File: config.mk
export PLATFORM = sky130hd
export DESIGN_NAME = encoder_frame_serializer
export DESIGN_NICKNAME = d
export VERILOG_FILES = /design/src/rtl/encoder_pkg.sv /design/src/rtl/encoder_payload_fetch.sv /design/src/rtl/encoder_frame_serializer.sv
export SDC_FILE = /design/constraint.sdc
export NUM_CORES = 1
export LEC_CHECK = 0
export CELL_PAD_IN_SITES_DETAIL_PLACEMENT = 0
export CELL_PAD_IN_SITES_GLOBAL_PLACEMENT = 2
export CORE_MARGIN = 2
export CORE_UTILIZATION = 32
export CTS_CLUSTER_DIAMETER = 80
export DETAILED_ROUTE_END_ITERATION = 10
export PLACE_DENSITY_LB_ADDON = 0.25
export SYNTH_ARGS = -nofsm -noshare
export SYNTH_HDL_FRONTEND = slang
export SYNTH_SLANG_ARGS = --single-unit
File: constraint.sdc
create_clock -name CLOCK_BMQ -period 2.2 [get_ports CLOCK_BMQ]
set_clock_uncertainty 0.1 [all_clocks]
set_input_delay 0.22 -clock CLOCK_BMQ [delete_from_list [all_inputs] [get_ports CLOCK_BMQ]]
set_output_delay 0.22 -clock CLOCK_BMQ [all_outputs]
set_load 0.01 [all_outputs]
File: src/rtl/encoder_pkg.sv
// Shared definitions for the encoder frame path.
// Holds the counter field widths, the fixed header channel numbers and the
// state type of the payload fetch FSM. Imported by the serializer top and its
// payload fetch sub-module.
package encoder_pkg;

    localparam int CH_W    = 7;
    localparam int BIT_W   = 3;
    localparam int FRAME_W = 16;
    localparam int BYTE_W  = 8;

    // Header channels carrying the sync word and the frame number
    localparam logic [CH_W-1:0] CH_SYNC_HI  = 7'd0;
    localparam logic [CH_W-1:0] CH_SYNC_LO  = 7'd1;
    localparam logic [CH_W-1:0] CH_FRAME_HI = 7'd2;
    localparam logic [CH_W-1:0] CH_FRAME_LO = 7'd3;

    // Last channel of a frame; its boundary is where the next frame begins
    localparam logic [CH_W-1:0] CH_LAST     = 7'd127;

    typedef enum logic [1:0] {
        FETCH_IDLE,
        FETCH_REQ,
        FETCH_HELD
    } fetch_state_e;

endpackage

File: src/rtl/encoder_payload_fetch.sv
// Payload fetch engine for the frame serializer.
// Opens one request per payload channel at the channel-start cycle of the
// preceding channel and closes it by that channel's boundary cycle at the
// latest. A byte that arrives in time is held (or bypassed straight through on
// the boundary cycle); a missed deadline yields the fill byte and bumps a
// saturating underrun counter.
// Ports:
//   clk, rst        system clock, asynchronous active-high reset
//   chan_start      channel-start decode (first clock of bit 0)
//   chan_boundary   channel-boundary decode (last clock of bit 7)
//   next_ch         channel that will be loaded at the coming boundary
//   data_in         payload byte from the data source
//   data_valid      data_in valid, honoured only while a request is open
//   data_req        request open towards the data source
//   data_addr       channel being requested, stable while data_req is high
//   payload_byte    byte the serializer should load for a payload channel
//   underrun_count  saturating count of fill-byte substitutions
module encoder_payload_fetch
    import encoder_pkg::*;
#(
    parameter logic [BYTE_W-1:0] FILL_BYTE        = 8'h55,
    parameter logic [CH_W-1:0]   FIRST_PAYLOAD_CH = 7'd4
) (
    input  logic              clk,
    input  logic              rst,
    input  logic              chan_start,
    input  logic              chan_boundary,
    input  logic [CH_W-1:0]   next_ch,
    input  logic [BYTE_W-1:0] data_in,
    input  logic              data_valid,
    output logic              data_req,
    output logic [CH_W-1:0]   data_addr,
    output logic [BYTE_W-1:0] payload_byte,
    output logic [BYTE_W-1:0] underrun_count
);

    fetch_state_e      state_q, state_d;
    logic [BYTE_W-1:0] hold_q, hold_d;
    logic              filled_q, filled_d;
    logic [CH_W-1:0]   addr_q, addr_d;
    logic [BYTE_W-1:0] underrun_q, underrun_d;
    logic              accept;

    // State and datapath registers; reset leaves the engine idle with no
    // request open and an empty holding register.
    always_ff @(posedge clk or posedge rst) begin
        if (rst) begin
            state_q    <= FETCH_IDLE;
            hold_q     <= '0;
            filled_q   <= 1'b0;
            addr_q     <= '0;
            underrun_q <= '0;
        end else begin
            state_q    <= state_d;
            hold_q     <= hold_d;
            filled_q   <= filled_d;
            addr_q     <= addr_d;
            underrun_q <= underrun_d;
        end
    end

    // Next-state logic. Only the start/boundary decodes move the FSM, so a
    // jump in the upstream counters can at worst leave a request open until
    // the next boundary, which always closes it.
    always_comb begin
        state_d    = state_q;
        hold_d     = hold_q;
        filled_d   = filled_q;
        addr_d     = addr_q;
        underrun_d = underrun_q;
        accept     = (state_q == FETCH_REQ) && data_valid;

        case (state_q)
            FETCH_IDLE: begin
                if (chan_start && (next_ch >= FIRST_PAYLOAD_CH)) begin
                    state_d  = FETCH_REQ;
                    addr_d   = next_ch;
                    filled_d = 1'b0;
                end
            end
            FETCH_REQ: begin
                if (data_valid) begin
                    hold_d   = data_in;
                    filled_d = 1'b1;
                    // A byte landing on the boundary is consumed right away
                    state_d  = chan_boundary ? FETCH_IDLE : FETCH_HELD;
                end else if (chan_boundary) begin
                    state_d = FETCH_IDLE;
                    if (underrun_q != 8'hFF) begin
                        underrun_d = underrun_q + 8'd1;
                    end
                end
            end
            FETCH_HELD: begin
                if (chan_boundary) begin
                    state_d = FETCH_IDLE;
                end
            end
            default: begin
                state_d = FETCH_IDLE;
            end
        endcase
    end

    // The live data_in is forwarded when it is accepted on the boundary cycle
    // itself, otherwise the held byte or the fill byte.
    always_comb begin
        if (accept) begin
            payload_byte = data_in;
        end else if (filled_q) begin
            payload_byte = hold_q;
        end else begin
            payload_byte = FILL_BYTE;
        end
    end

    assign data_req       = (state_q == FETCH_REQ);
    assign data_addr      = addr_q;
    assign underrun_count = underrun_q;

endmodule

File: src/rtl/encoder_frame_serializer.sv
// Frame serializer downstream of the encoder counter generator.
// Builds a 128-channel x 8-bit frame sent MSB first: sync word in ch0/ch1,
// frame number in ch2/ch3, payload in the remaining channels fetched through
// encoder_payload_fetch. Serial_Out trails the counters by one clock.
// Ports:
//   CLOCK_BMQ        system clock shared with the counter generator
//   RESET            asynchronous active-high reset
//   CLOCK_Bit        bit-phase flag, one bit lasts two clocks
//   Counter_Bits     bit index within the channel
//   Counter_Channel  channel index 0..127
//   Counter_Frame    frame number
//   Data_Req         payload request
//   Data_Addr        channel being requested
//   Data_In          payload byte
//   Data_Valid       Data_In valid while Data_Req is high
//   Serial_Out       serial bit stream
//   Frame_Sync       high while the first bit of ch0 is on Serial_Out
//   Underrun_Count   saturating count of fill-byte substitutions
module encoder_frame_serializer
    import encoder_pkg::*;
#(
    parameter logic [2*BYTE_W-1:0] SYNC_WORD        = 16'hEB90,
    parameter logic [BYTE_W-1:0]   FILL_BYTE        = 8'h55,
    parameter logic [CH_W-1:0]     FIRST_PAYLOAD_CH = 7'd4
) (
    input  logic               CLOCK_BMQ,
    input  logic               RESET,
    input  logic               CLOCK_Bit,
    input  logic [BIT_W-1:0]   Counter_Bits,
    input  logic [CH_W-1:0]    Counter_Channel,
    input  logic [FRAME_W-1:0] Counter_Frame,
    output logic               Data_Req,
    output logic [CH_W-1:0]    Data_Addr,
    input  logic [BYTE_W-1:0]  Data_In,
    input  logic               Data_Valid,
    output logic               Serial_Out,
    output logic               Frame_Sync,
    output logic [BYTE_W-1:0]  Underrun_Count
);

    logic               chan_start;
    logic               chan_boundary;
    logic [CH_W-1:0]    next_ch;
    logic [BYTE_W-1:0]  payload_byte;
    logic [BYTE_W-1:0]  next_byte;

    logic [BYTE_W-1:0]  shreg_q, shreg_d;
    logic               serial_q, serial_d;
    logic               frame_sync_q, frame_sync_d;
    logic [FRAME_W-1:0] frame_latch_q, frame_latch_d;

    // Counter decodes; next_ch wraps 127 -> 0 through the 7-bit add
    assign chan_start    = (Counter_Bits == 3'd0) && !CLOCK_Bit;
    assign chan_boundary = (Counter_Bits == 3'd7) && CLOCK_Bit;
    assign next_ch       = Counter_Channel + 7'd1;

    encoder_payload_fetch #(
        .FILL_BYTE        (FILL_BYTE),
        .FIRST_PAYLOAD_CH (FIRST_PAYLOAD_CH)
    ) u_fetch (
        .clk            (CLOCK_BMQ),
        .rst            (RESET),
        .chan_start     (chan_start),
        .chan_boundary  (chan_boundary),
        .next_ch        (next_ch),
        .data_in        (Data_In),
        .data_valid     (Data_Valid),
        .data_req       (Data_Req),
        .data_addr      (Data_Addr),
        .payload_byte   (payload_byte),
        .underrun_count (Underrun_Count)
    );

    // Byte for the channel about to start. Channels between the frame number
    // and the first fetched channel carry fill without counting an underrun.
    always_comb begin
        case (next_ch)
            CH_SYNC_HI:  next_byte = SYNC_WORD[15:8];
            CH_SYNC_LO:  next_byte = SYNC_WORD[7:0];
            CH_FRAME_HI: next_byte = frame_latch_q[15:8];
            CH_FRAME_LO: next_byte = frame_latch_q[7:0];
            default:     next_byte = (next_ch >= FIRST_PAYLOAD_CH) ? payload_byte : FILL_BYTE;
        endcase
    end

    // Serializer and header datapath. The frame latch is loaded at the last
    // boundary of a frame with the number of the frame about to begin, so
    // both frame-number bytes always describe the frame they are sent in.
    // Frame_Sync is decoded one clock early so that, once registered, it
    // lines up with the first sync bit on Serial_Out.
    always_comb begin
        shreg_d       = shreg_q;
        frame_latch_d = frame_latch_q;
        serial_d      = shreg_q[7];
        frame_sync_d  = (Counter_Channel == CH_SYNC_HI) && (Counter_Bits == 3'd0);

        if (chan_boundary) begin
            shreg_d = next_byte;
        end else if (CLOCK_Bit) begin
            shreg_d = {shreg_q[6:0], 1'b0};
        end

        if (chan_boundary && (Counter_Channel == CH_LAST)) begin
            frame_latch_d = Counter_Frame + 16'd1;
        end
    end

    // Output and datapath registers; reset forces all outputs low at once
    always_ff @(posedge CLOCK_BMQ or posedge RESET) begin
        if (RESET) begin
            shreg_q       <= '0;
            serial_q      <= 1'b0;
            frame_sync_q  <= 1'b0;
            frame_latch_q <= '0;
        end else begin
            shreg_q       <= shreg_d;
            serial_q      <= serial_d;
            frame_sync_q  <= frame_sync_d;
            frame_latch_q <= frame_latch_d;
        end
    end

    assign Serial_Out = serial_q;
    assign Frame_Sync = frame_sync_q;

endmodule

== Word level (Yosys, flattened, before mapping) ==
Index checks and enable logic that the tools add are counted.
Widths: inputs -> output; s select.
Operators by class
  $add $sub $neg: 3
  order comparisons: 1
  equal/unequal tests: 10
  muxes and demuxes: 14
  bitwise operators: 1
  reduce and logical (&&, ||, !) cells: 17
Operators with widths (number)
  $mux 8: 5
  $pmux 8 s4: 1
  $add 16x1->16 const B: 1
  $eq 7x2->1 const B: 2
  $logic_not 7->1: 2
  $add 8x1->8 const B: 1
  $mux 2: 4
  $ne 8x8->1 const B: 1
  $add 7x1->7 const B: 1
  $eq 7x1->1 const B: 1
  $eq 7x7->1 const B: 1
  $ge 7x3->1 const B: 1
  $logic_and 1x1->1: 6
  $pmux 2 s3: 1
  $ne 2x1->1 const B: 2
  $reduce_and 2->1: 2
  $reduce_and 4->1: 1
  $reduce_bool 2->1: 2
  $eq 3x3->1 const B: 1
  $logic_not 3->1: 1
  $reduce_and 3->1: 1
  $eq 2x1->1 const B: 1
  $eq 2x2->1 const B: 1
  $logic_not 2->1: 1
  other kinds (4): 5
Word-level totals
  register bits after elaboration: 52
  input port bits: 38
  output and inout bits: 18
  logic and storage cells: 55

== Longest topological paths before layout ==
  word-level depth: 6
  depth in mapped cells: 7
  gate-level depth less buffers: 7

== Cells and area by module ==
Synthesis repeated with hierarchy kept, for this count alone.
Second synthesis, totals
  cell total of the unflattened synthesis: 312
  area total of the unflattened synthesis: 3076.7 um2
By module, submodules not included
  encoder_frame_serializer: times used 1, cells an instance 207, area an instance 1818.0 um2, seq. area each 650.6 um2
  encoder_payload_fetch: times used 1, cells an instance 105, area an instance 1258.7 um2, seq. area each 650.6 um2

== Least setup slack after synthesis ==
Ideal clock, no wire load.
  path type: flip-flop to flip-flop
  start: reg u_fetch.underrun_q[0], in the netlist u_fetch.underrun_count[0]
  end: reg u_fetch.underrun_q[7], in the netlist u_fetch.underrun_count[7]
  setup time: 0.079 ns
  data arrival time: 1.758 ns
  required time: 2.021 ns
  setup slack: 0.263 ns
  stages on the path, launching flop included: 7
  path buffers: 0
  period minus slack after synthesis: 1.937 ns
  path through: dfrtp_1 ha_1 and3_1 a311oi_4 nand4_4 nor2_1 xor2_1
On the way
  word-level cells in the longest chain between the ends: 2
  elaborated cells between the ends (all ways): 3
  those cells by class: add/sub: 1; eq/ne: 1; reduce/logical: 1
RTL lines
  from (decl): RTL line encoder_payload_fetch.sv:41  | logic [BYTE_W-1:0] underrun_q, underrun_d;
  from (signal assigned): RTL line encoder_payload_fetch.sv:58  | underrun_q <= underrun_d;
  parallel branches: the longest is 2 deep, another holds $add 8x1->8
Parallel ways; which one is timed is not known.
A chain may end at the register's enable or synchronous reset.

== Final worst setup path ==
  start: in Counter_Channel[0]
  end: reg shreg_q[2]
On the way
  word-level cells in the longest chain between the ends: 5
  elaborated cells between the ends (all ways): 9
  those cells by class: add/sub: 1; order compare: 1; eq/ne: 3; mux: 3; reduce/logical: 1
RTL lines
  from (decl): RTL line encoder_frame_serializer.sv:30  | input logic [CH_W-1:0] Counter_Channel,
  $add 7x1->7 *: RTL line encoder_frame_serializer.sv:55  | assign next_ch = Counter_Channel + 7'd1;
  via next_ch[0]: RTL line encoder_frame_serializer.sv:43  | logic [CH_W-1:0] next_ch;
  $ge 7x3->1: RTL line encoder_frame_serializer.sv:82  | default: next_byte = (next_ch >= FIRST_PAYLOAD_CH) ? payload_byte : FILL_BYTE;
  $mux 8: RTL line encoder_frame_serializer.sv:82
  $pmux 8 s4 *: RTL line encoder_frame_serializer.sv:77  | case (next_ch)
  $mux 8 *: RTL line encoder_frame_serializer.sv:97  | if (chan_boundary) begin
  to (signal assigned): RTL line encoder_frame_serializer.sv:116  | shreg_q <= shreg_d;
  to (decl): RTL line encoder_frame_serializer.sv:47  | logic [BYTE_W-1:0] shreg_q, shreg_d;
The timed path passes the listed nets; every way through them passes the cells marked *.

==> impl_results.md <==
* Run status: completed
* GR Util All Layers at 14.4%
* Final-report hold violation count at 0
* Largest buffer count on any clock path at 2
* Global Route met2 Usage at 23.1%
* Total power density per cell area at 664 mW/mm²
* Critical-path cell list: clkdlybuf4s50_1 -> buf_4 -> inv_1 -> ha_1 -> nor4_1 -> a221oi_1 -> mux2_4 -> a221oi_2
* Worst slew margin relative to its limit at slightly above 70%
* Final instance area at 0.00387 mm²
* Seq. cell area at 0.00130 mm²
* Total length of routed wires at 6.74 mm
* First-pass GRT wire length at 11.5 mm
* Starting Density at 33.0%
* Post-Syn Area per Cell at 9.93 µm²
* Num Clock Sinks at 52
* Post-synthesis instance total at between 200 and 300
* Met1 Track Usage GR at 20.4%
* Die area at 0.00971 mm²
* Die width at 98.5 µm
* Sequential area share after synthesis at 45.5%
* Number of warning messages in the yosys log at 0
* Number of enable-type register cells in the synthesized netlist at 0
* Final count of pins violating max slew at 0
* Filler cells at 874
* Critical path's slowest cell: sky130_fd_sc_hd__clkdlybuf4s50_1
* Core ar. at roughly 0.0087 mm²
* Worst Hold Class: in2async
* Detailed-route via count at 2,383
* Detailed-routing iteration count for the pre-antenna-repair pass at 4
* Clock root buffer: sky130_fd_sc_hd__clkbuf_8
* Yosys reg bits at between 50 and 60
* Fraction of layout instances using a drive strength above 1 at 17.1%
* Final std cells w/o fill at slightly below 500
* Number of rows created at floorplan at 34
* Most Crowded Layer GR: met2
* Multi-input combinational cell area at 0.00148 mm²
* Cell area reported after detailed placement at between 0.003 and 0.004 mm²
* Maximum clock frequency at around 0.50 GHz
* Crit share post-route at approximately 91%
* Vert. Die Dim at 98.5 µm
* Setup violators final at 0
* Post-DR wirelength/cell at 14.0 µm
* Critical Path AT at ~2.1 ns
* Number of design-rule violations left by the first detailed-router iteration at between 90 and 100
* Weighted congestion at the end of routability-driven global placement at 0.776
* Worst setup timing slack at the placement stage at -0.234 ns
* Kind of cell adding the most delay to the critical path: buffers and inverters
* Synthesized Nets at 333
* Peak VDD IR at about 0.00024 V
* Via count of the first global-routing pass at 2,373
* Reg clk slew, reported paths at 0.10 ns
* Leak pwr at roughly 1.7 nW
* DRC errors left at 0
* Routed vias/inst at 4.93
* Diode count at 0
* Setup WS post-layout at 0.201 ns
* Met3 usage in global routing at roughly 2.6%
* Area grow syn2layout at 35.3%
* IO Pins at 56
* Cell taking the most area after synthesis: sky130_fd_sc_hd__dfrtp_1
* TritonCTS Buffers at 5
* Slew at the pin closest to its max-slew limit at 0.430 ns
* Number of nets with antenna violations after routing at 0
* Required time at the endpoint of the critical path at around 2.3 ns
* Syn Std Cell Area at 0.00286 mm²
* Maximum cell stage delay along the critical path at 0.51 ns
* Dominant synthesized flop cell: sky130_fd_sc_hd__dfrtp_1
* Kind of critical path: in2reg
* RSZ-0062 raised after global routing: false
* Largest net degree at the start of global routing at 53
* HPWL after DPL at 5.08 mm
* Yosys cell types at 50
* Max-capacitance violation count at 0
* Core utilization of the finished layout at between 40 and 50%
* CTS tree: done
* Critical Path Source Type: input pin
* Top fanout value on the critical path at 5
* Buffers added on ports at 55
* CTS H-tree lvls at 2
* Portion of synthesized cell area occupied by the leading cell type at 45.5%
* Final global-route overflow total at 0
* Initial antenna violation count at 0
* Number of nets at the end of the flow at 419
* Async set-reset flop share out of synthesis at between 90% and 100%
* Worst-skew pair later-pin latency at between 0.3 and 0.4 ns
* Buffers and inverters on the worst path at 3
* Time the worst path needs with I/O delays and setup at 2.00 ns
* Kind of capture point of the worst setup path: flip-flop
* Ranking of synthesized cells by area: sky130_fd_sc_hd__dfrtp_1 45%, sky130_fd_sc_hd__nand2_1 6.4%, sky130_fd_sc_hd__xnor2_1 5.8%, sky130_fd_sc_hd__mux2_4 4.2%, sky130_fd_sc_hd__ha_1 3.1%
* Cell count after placement at 475
-- tightest hold or removal path, cell delays in order --
cell                              delay, ns
sky130_fd_sc_hd__clkdlybuf4s50_1       0.41
sky130_fd_sc_hd__inv_2                 0.07
sky130_fd_sc_hd__buf_12                0.26
-- layout by cell type (no fill, tap or decap), types with 7 or more instances in the layout --
cell type and instances:
sky130_fd_sc_hd__clkdlybuf4s50_1 55, sky130_fd_sc_hd__dfrtp_1 52, sky130_fd_sc_hd__nand2_1 49, sky130_fd_sc_hd__buf_4 36
sky130_fd_sc_hd__xnor2_1 19, sky130_fd_sc_hd__nor2_1 18, sky130_fd_sc_hd__o21ai_1 15, sky130_fd_sc_hd__a221oi_1 9
sky130_fd_sc_hd__nor3_1 8, sky130_fd_sc_hd__xor2_1 8, sky130_fd_sc_hd__mux2_4 8, sky130_fd_sc_hd__nand3_1 7
sky130_fd_sc_hd__ha_1 7
-- registers in the layout (all words and copies together) (netlist names), 2 cells and up --
name                    count
u_fetch.underrun_count      8
shreg_q                     8
u_fetch.state_q             2
u_fetch.data_addr           7
u_fetch.hold_q              8
frame_latch_q              16
-- where the power goes --
group          total (mW)  switching [mW]  internal (mW)
clock               0.580           0.328          0.252
sequential           1.25           0.110           1.14
combinational       0.741           0.304          0.437
-- layout make-up --
class	instances	share of cell area, %
clock buffers	6	2.13
repair buffers	92	21.7
multi-input cells	216	38.1
clock inverters	2	0.259
flip-flops and latches	52	33.6
inverters	7	0.679
well taps	108	3.49
-- per-layer routing --
metal,vias to the layer above,wire (µm)
met2,52,3080
met3,7,265
met4,0,78
met5,-,0
li1,1192,-
met1,1132,3320
-- worst paths after layout --
check / endpoint / cells after the start / slack, ns / start
setup / recovery: shreg_q[2] / 8 / 0.20 / Counter_Channel[0]
hold / removal: u_fetch.underrun_count[0] / 3 / 0.16 / RESET
setup reg to reg: u_fetch.underrun_count[5] / 7 / 0.24 / u_fetch.underrun_count[1]
hold reg to reg: Serial_Out / 0 / 0.29 / shreg_q[7]
max in group asynchronous: frame_latch_q[3] / 3 / 1.59 / RESET
min in group CLOCK_BMQ: Serial_Out / 0 / 0.29 / shreg_q[7]
-- stage by stage --
| stage | hold slack (ns) | power [mW] | setup TNS, ns |
|---|---|---|---|
| after global placement | 0.274 | 2.01 | -2.32 |
| after floorplan | 0.215 | 1.65 | 0 |
| after global routing | 0.219 | 2.74 | 0 |
| final | 0.164 | 2.57 | 0 |
| after CTS | 0.177 | 2.60 | 0 |
| after detailed placement | 0.263 | 2.02 | -2.53 |
-- synthesized netlist by cell type, drive strengths merged, types with 7 or more instances --
master / number
nor3: 9
o21ai: 19
xor2: 8
a221oi: 10
nor2: 18
xnor2: 19
clkbuf: 10
nand4: 7
dfrtp: 52
mux2: 10
nand3: 7
nand2: 49
inv: 7
ha: 7
-- cell families after synthesis --
| kind of cell | after synthesis | synth area share [%] |
|---|---|---|
| and+or+nand+nor | 115 | 20.0 |
| AOI/OAI and AO/OA | 53 | 13.8 |
| DFF | 52 | 45.5 |
| xor gates and xnor gates | 27 | 8.27 |
| buffers and inverters | 20 | 2.97 |
| muxes | 14 | 6.39 |
| adders and majority gates | 7 | 3.06 |
-- repair_timing --
item / CTS / global route
resized for setup: 0 / 1
setup endpoints to repair: 0 / 2
setup buffers: 0 / 0
hold buffers: 0 / 0
Power figures use the tool's default switching activity.
